===== src/rtl/clk_gate_pkg.sv =====
// Shared types and defaults for the DHCEN clock-gate sequencer.
package clk_gate_pkg;

  typedef enum logic [1:0] {
    ST_OFF   = 2'd0,
    ST_WAKE  = 2'd1,
    ST_ON    = 2'd2,
    ST_DRAIN = 2'd3
  } clk_gate_state_t;

  localparam int WAKE_CYCLES_DEF    = 16;
  localparam int DRAIN_MIN_DEF      = 4;
  localparam int TIMEOUT_CYCLES_DEF = 4096;

  function automatic int max_int(input int a, input int b);
    return (a > b) ? a : b;
  endfunction

endpackage


===== src/rtl/sync_2ff.sv =====
// Generic two-flop synchronizer for slow level signals crossing into clk.
module sync_2ff #(
  parameter int WIDTH = 1
) (
  input  logic             clk,
  input  logic             rst_n,
  input  logic [WIDTH-1:0] d,
  output logic [WIDTH-1:0] q
);

  logic [WIDTH-1:0] meta_p0;
  logic [WIDTH-1:0] sync_p1;

  always_ff @(posedge clk or negedge rst_n) begin
    if (!rst_n) begin
      meta_p0 <= '0;
      sync_p1 <= '0;
    end else begin
      meta_p0 <= d;
      sync_p1 <= meta_p0;
    end
  end

  assign q = sync_p1;

endmodule


===== src/rtl/clk_gate_ctrl.sv =====
// Stop/restart sequencer driving the DHCEN ce pin (ce=1 stops clkout).
// Optional idle-wait timeout in DRAIN: define CLK_GATE_IDLE_TIMEOUT_EN.
module clk_gate_ctrl
  import clk_gate_pkg::*;
#(
  parameter int WAKE_CYCLES = WAKE_CYCLES_DEF,
  parameter int DRAIN_MIN   = DRAIN_MIN_DEF
`ifdef CLK_GATE_IDLE_TIMEOUT_EN
  , parameter int TIMEOUT_CYCLES = TIMEOUT_CYCLES_DEF
`endif
) (
  input  logic clk,
  input  logic reset_n,
  input  logic en_req,
  input  logic dom_idle,
  output logic gate_ce,
  output logic en_ack,
  output logic busy
`ifdef CLK_GATE_IDLE_TIMEOUT_EN
  , output logic timeout_err
`endif
);

`ifdef CLK_GATE_IDLE_TIMEOUT_EN
  localparam int CNT_MAX = max_int(max_int(WAKE_CYCLES, DRAIN_MIN), TIMEOUT_CYCLES);
`else
  localparam int CNT_MAX = max_int(WAKE_CYCLES, DRAIN_MIN);
`endif
  localparam int CNT_W = $clog2(CNT_MAX) + 1;

  clk_gate_state_t  state, nxt;
  logic [CNT_W-1:0] cnt, cnt_nxt;
  logic             idle_s;
  logic             timeout_hit;

  sync_2ff #(.WIDTH(1)) u_idle_sync (
    .clk   (clk),
    .rst_n (reset_n),
    .d     (dom_idle),
    .q     (idle_s)
  );

`ifdef CLK_GATE_IDLE_TIMEOUT_EN
  logic [CNT_W-1:0] tcnt;
`endif

  always_comb begin
    nxt         = state;
    cnt_nxt     = cnt;
    timeout_hit = 1'b0;
    case (state)
      ST_OFF: begin
        if (en_req) begin
          nxt     = ST_WAKE;
          cnt_nxt = CNT_W'(WAKE_CYCLES - 1);
        end
      end
      // A falling request cannot abort WAKE; ON will route it to DRAIN.
      ST_WAKE: begin
        if (cnt == '0) nxt = ST_ON;
        else           cnt_nxt = cnt - CNT_W'(1);
      end
      ST_ON: begin
        if (!en_req) begin
          nxt     = ST_DRAIN;
          cnt_nxt = CNT_W'(DRAIN_MIN - 1);
        end
      end
      ST_DRAIN: begin
        if (cnt != '0) cnt_nxt = cnt - CNT_W'(1);
        // Clock never stopped, so a returning request skips WAKE.
        if (en_req) begin
          nxt = ST_ON;
        end else if (cnt == '0 && idle_s) begin
          nxt = ST_OFF;
        end
`ifdef CLK_GATE_IDLE_TIMEOUT_EN
        else if (tcnt == CNT_W'(TIMEOUT_CYCLES - 1)) begin
          nxt         = ST_OFF;
          timeout_hit = 1'b1;
        end
`endif
      end
      default: nxt = ST_OFF;
    endcase
  end

  // Outputs registered from the next state so ce only moves on clk edges.
  always_ff @(posedge clk or negedge reset_n) begin
    if (!reset_n) begin
      state   <= ST_OFF;
      cnt     <= '0;
      gate_ce <= 1'b1;
      en_ack  <= 1'b0;
      busy    <= 1'b0;
    end else begin
      state   <= nxt;
      cnt     <= cnt_nxt;
      gate_ce <= (nxt == ST_OFF);
      en_ack  <= (nxt == ST_ON);
      busy    <= (nxt == ST_WAKE) || (nxt == ST_DRAIN);
    end
  end

`ifdef CLK_GATE_IDLE_TIMEOUT_EN
  always_ff @(posedge clk or negedge reset_n) begin
    if (!reset_n) begin
      tcnt        <= '0;
      timeout_err <= 1'b0;
    end else begin
      if (state == ST_DRAIN && nxt == ST_DRAIN) tcnt <= tcnt + CNT_W'(1);
      else                                      tcnt <= '0;
      timeout_err <= timeout_err | timeout_hit;
    end
  end
`endif

endmodule

===== config.mk =====
export PLATFORM = sky130hd
export DESIGN_NAME = clk_gate_ctrl
export DESIGN_NICKNAME = d
export VERILOG_FILES = /design/src/rtl/clk_gate_pkg.sv /design/src/rtl/sync_2ff.sv /design/src/rtl/clk_gate_ctrl.sv
export SDC_FILE = /design/constraint.sdc
export NUM_CORES = 1
export LEC_CHECK = 0
export ABC_AREA = 1
export ABC_CLOCK_PERIOD_IN_PS = 1760
export CAP_MARGIN = 25
export CORE_AREA = 3 3 40 42
export DETAILED_ROUTE_END_ITERATION = 10
export DIE_AREA = 0 0 43 45
export PLACE_DENSITY_LB_ADDON = 0.2
export SKIP_CTS_REPAIR_TIMING = 1
export SYNTH_ARGS = -nofsm -noshare
export SYNTH_HDL_FRONTEND = slang
export SYNTH_SLANG_ARGS = --single-unit

===== constraint.sdc =====
create_clock -name clk -period 1.76 [get_ports clk]
set_input_delay 0.352 -clock clk [delete_from_list [all_inputs] [get_ports clk]]
set_output_delay 0.352 -clock clk [all_outputs]
set_load 0.005 [all_outputs]

==> results.yml, run 1 <==
global_routing:
  grt_max_degree: 13
  grt_antenna_before_repair: 0
  grt_pass1_vias: 436
  grt.overflow.total: 0
  track_usage: 0.128
  grt_pass1_wl_mm: 1.81
run_status:
  status: "completed"
critical_path:
  cp_slowest_stage_delay_ps: 520
  crit_fanout: 1
  path_cells: "clkdlybuf4s50_1"
  reg2reg_depth: 7
  ff2ff_setup_slack_ps: 400
  reg2reg_to: "cnt[2]"
  slowest_stage: "dfstp_2"
  path_delay_family: "flip-flops"
  cp.buffers_inverters: 1
  crit_path_end_kind: "output pin"
  critPathRequiredTime_ps: 1410
  worstPathArrival_ps: 1270
  critPathLaunchType: "flip-flop"
  critPathKind: "reg2out"
  worstReg2RegStart: "cnt[0]"
clocking:
  htreeDepth: 1
  clk-insertion-delay-late_ps: 260
  cts_tree: "built"
  cts.sinks: 12
  cts_buffer_depth: 2
  cts_root_buf: "clkbuf_4"
  cts-buffers-inserted: 3
  clk_pin_slew_ps: 80
route:
  ant_nets: 0
  vias: 466
  first_pass_iters: 2
  drc: 0
  dr_wl_met3_um: 29
  routed_via_density: 4.66
  wl_met1_um: 558
  wl_mm: 1.03
  dr.max_layer_used: "met3"
  met2WireLength_um: 439
  detail_route.wl_per_cell_um: 10.3
  drtIter0Drc: 6
timing:
  fin_skew_ps: 5.90
  worst_pin_slew_ps: 504
  finalMaxSlewViolations: 0
  fmax_mhz: 615
  setup_ws_ps: 133
  setup_tns_ps: 0
  period_minus_slack_ps: 1630
  setup_viol: 0
  hold_viol: 0
  rsz0062_at_grt: "false"
  slew_headroom: 0.663
  min_period_over_period: 0.924
floorplan:
  core_area_sq_um: 1280
  dieArea_sq_um: 1940
  die_width_um: 43
  die_h_um: 45
  start_util: 0.477
  rows: 13
  io_pins: 7
final_layout:
  fin_area_sq_um: 728
  antenna_cells: 0
  final_layout_size_suffix_gt1_frac: 0.176
  area_delta_synth_final_pct: 18.8
  nets: 92
  final_cells: 100
worst_hold_path:
  hp-class: "reg2reg"
  hp-start: "u_idle_sync.meta_p0"
  whs_endpoint: "u_idle_sync.q"
  hold_path_depth: 0
placed_design:
  dp_hpwl_um: 824
  io_buffers: 6
  placed_cell_area_sq_um: 692
  place_congestion: 0.709
  post-place-ws_ps: 265
  numPlacedInstances: 96
synthesis:
  ys_types: 18
  synth-seq-cells: 12
  ys_warn_count: 0
  synth_area_sq_um: 613
  synth-seq-area-share: 0.492
  synth_cells: 75
  synth_fp_nets: 81
  avgSynthCellArea_sq_um: 8.17
pwr:
  power_w: 0.00124
  leakage_nw: 0.380
  ir_worst_vdd_uv: 780
  power_density_nw_per_um2: 1710
flow_run:
  maxCapViolCount: 0
cell type report:
class	instances	area, sq um
inverters	14	55.1
well taps	15	18.8
repair buffers	6	60.1
flip-flops and latches	12	302
fillers	127	557
clock buffers	4	36.3
multi-input cells	49	256
flip-flops by register name, indices dropped and copies added (netlist names):
register             flops
u_idle_sync.meta_p0      1
busy                     1
en_ack                   1
state                    2
u_idle_sync.q            1
gate_ce                  1
cnt                      5
kinds of logic (layout without fill, tap and decap cells):
kind of cell	Yosys count	after routing	share of synthesized area
compound gates	6	6	0.0612
fa+ha+maj	2	2	0.0408
buf+inv	14	24	0.0898
flops	12	12	0.492
simple gates	41	41	0.316
cell usage in the layout, fill, tap and decap left out, drive strengths merged:
| cell type | netlist | layout |
|---|---|---|
| a21oi | 3 | 3 |
| clkbuf | 0 | 4 |
| clkdlybuf4s50 | 0 | 6 |
| dfrtp | 11 | 11 |
| dfstp | 1 | 1 |
| ha | 2 | 2 |
| inv | 14 | 14 |
| nand2 | 23 | 23 |
| nand3 | 8 | 8 |
| nand4 | 1 | 1 |
| nor2 | 9 | 9 |
| o21ai | 3 | 3 |
metrics by stage:
step | utilization | hold WS (ps)
6_report | 0.567 | 360
5_1_grt | 0.567 | 381
4_1_cts | 0.567 | 361
3_5_place_dp | 0.538 | 344
3_3_place_gp | 0.538 | 339
2_1_floorplan | - | 56.4
metal layers:
| metal | vias up | track usage |
|---|---|---|
| met3 | 0 | 0.0398 |
| met4 | 0 | 0.0542 |
| li1 | 252 | - |
| met1 | 209 | 0.175 |
| met2 | 5 | 0.189 |
| met5 | - | 0 |
worst max-delay path by stage:
stage	cells after the start	end	slack [ps]	startpoint
global route	1	gate_ce	90	gate_ce
finish	1	gate_ce	130	gate_ce
global placement	8	cnt[2]	270	en_req
detailed placement	8	cnt[2]	260	en_req
CTS	1	gate_ce	120	gate_ce
floorplan	7	busy	540	cnt[0]
cell usage after synthesis, drive strengths merged:
cell,count,area share
a21oi,3,0.031
dfrtp,11,0.45
dfstp,1,0.043
ha,2,0.041
inv,14,0.090
nand2,23,0.15
nand3,8,0.073
nand4,1,0.010
nor2,9,0.084
o21ai,3,0.031
power by group:
part,switching [W],internal [W]
clock network,0.0000873,0.000125
registers,0.0000956,0.000385
logic,0.000328,0.000222
(Power assumes the default switching activity.)
==> inputs of run 2 (changes only) <==
- CELL_PAD_IN_SITES_DETAIL_PLACEMENT: default -> 1
- CELL_PAD_IN_SITES_GLOBAL_PLACEMENT: default -> 1
- CORE_AREA: 3 3 40 42 -> default
- CORE_ASPECT_RATIO: default -> 0.9
- CORE_MARGIN: default -> 3
- CORE_UTILIZATION: default -> 38
- DIE_AREA: 0 0 43 45 -> default
==> results.yml, run 2 (synthesis gave the netlist of run 1 again) <==
run_status:
  status: "completed"
timing:
  slew_headroom: 0.667
  worst_pin_slew_ps: 499
  fin_skew_ps: 0.696
  setup_tns_ps: 0
  finalMaxSlewViolations: 0
  min_period_over_period: 0.924
  period_minus_slack_ps: 1630
  hold_viol: 0
  setup_viol: 0
  rsz0062_at_grt: "false"
  fmax_mhz: 615
final_layout:
  antenna_cells: 0
  final_cell_mix: "21 x nand2_1, 12 x inv_1, 11 x dfrtp_1"
  area_delta_synth_final_pct: 20.2
  layout_commonest_cell: "nand2_1"
  utilization: 0.498
  top_register: "cnt"
  fill_cells: 185
  largest_register_ffs: 5
  nets: 92
  top_regs: "cnt x5, state x2"
  final_layout_size_suffix_gt1_frac: 0.176
  final_cells: 107
critical_path:
  reg2reg_to: "busy"
  critPathRequiredTime_ps: 1410
  crit_path_end_kind: "output pin"
  reg2reg_depth: 5
  path_delay_family: "flip-flops"
  slowest_stage: "dfstp_2"
  cp.buffers_inverters: 1
  worstPathArrival_ps: 1270
  critPathKind: "reg2out"
  worstReg2RegStart: "cnt[0]"
  path_cells: "clkdlybuf4s50_1"
  ff2ff_setup_slack_ps: 370
  cp_slowest_stage_delay_ps: 520
  critPathLaunchType: "flip-flop"
  crit_fanout: 1
global_routing:
  track_usage: 0.133
  grt_max_degree: 13
  grt.overflow.total: 0
  grt_pass1_vias: 482
  grt_antenna_before_repair: 0
  grt_pass1_wl_mm: 2.15
clocking:
  clk-insertion-delay-late_ps: 270
  cts_tree: "built"
  cts-buffers-inserted: 3
  clk_pin_slew_ps: 70
  htreeDepth: 1
  cts.sinks: 12
  cts_buffer_depth: 2
  cts_root_buf: "clkbuf_4"
floorplan:
  start_util: 0.414
  die_h_um: 44.1
  dieArea_sq_um: 2130
  die_width_um: 48.3
  core_area_sq_um: 1480
  io_pins: 7
  rows: 13
placed_design:
  io_buffers: 6
  dp_hpwl_um: 966
  numPlacedInstances: 103
  place_congestion: 0.790
route:
  first_pass_iters: 4
  drc: 0
  wl_mm: 1.18
  routed_via_density: 4.54
  drtIter0Drc: 8
  detail_route.wl_per_cell_um: 11.0
  ant_nets: 0
  vias: 486
flow_run:
  maxCapViolCount: 0
worst_hold_path:
  hp-start: "u_idle_sync.meta_p0"
  whs_endpoint: "u_idle_sync.q"
  hp-class: "reg2reg"
  hold_path_depth: 0
pwr:
  leakage_nw: 0.380
  ir_worst_vdd_uv: 991
  power_density_nw_per_um2: 1710
-- run 2: cell counts in the layout (fill, tap and decap cells not counted) --
Identical to the previous run, type by type.
-- run 2: worst max path at each step --
stage,from,endpoint,depth (start not counted)
after global placement,en_req,cnt[2],8
after global routing,gate_ce,gate_ce,1
after floorplan,cnt[0],busy,7
after CTS,gate_ce,gate_ce,1
after detailed placement,en_req,cnt[2],8
final,gate_ce,gate_ce,1
-- run 2: metrics by stage --
| step | hold WS [ps] | instance area, sq um | setup slack, ps | total power (W) |
|---|---|---|---|---|
| 2_1_floorplan | 56.4 | 613 | 544 | 0.000881 |
| 3_3_place_gp | 341 | 701 | 264 | 0.00105 |
| 3_5_place_dp | 339 | 701 | 216 | 0.00106 |
| 4_1_cts | 357 | 737 | 118 | 0.00128 |
| 5_1_grt | 360 | 737 | 98.3 | 0.00139 |
| 6_report | 356 | 737 | 133 | 0.00126 |
-- run 2: cell type report --
type,instances,area (sq um),share of cell area
Multi-Input combinational cell,49,256,0.348
Tap cell,22,27.5,0.0374
Sequential cell,12,302,0.409
Clock buffer,4,36.3,0.0492
Timing Repair Buffer,6,60.1,0.0815
Inverter,14,55.1,0.0747
-- run 2: report_power, final --
part,internal [W],switching [W],total (W)
clock,0.000126,0.0000886,0.000214
sequential,0.000385,0.000100,0.000485
combinational,0.000222,0.000339,0.000561
total,0.000733,0.000527,0.00126
-- run 2: layer usage --
metal  share of wire  global-route usage  vias to the layer above  wire [um]
met5               0                   0                        -          0
met4           0.017              0.0511                        0         20
met3           0.026              0.0337                        2         31
met2            0.42               0.198                        6        499
met1            0.53               0.189                      227        629
li1                -                   -                      251          -
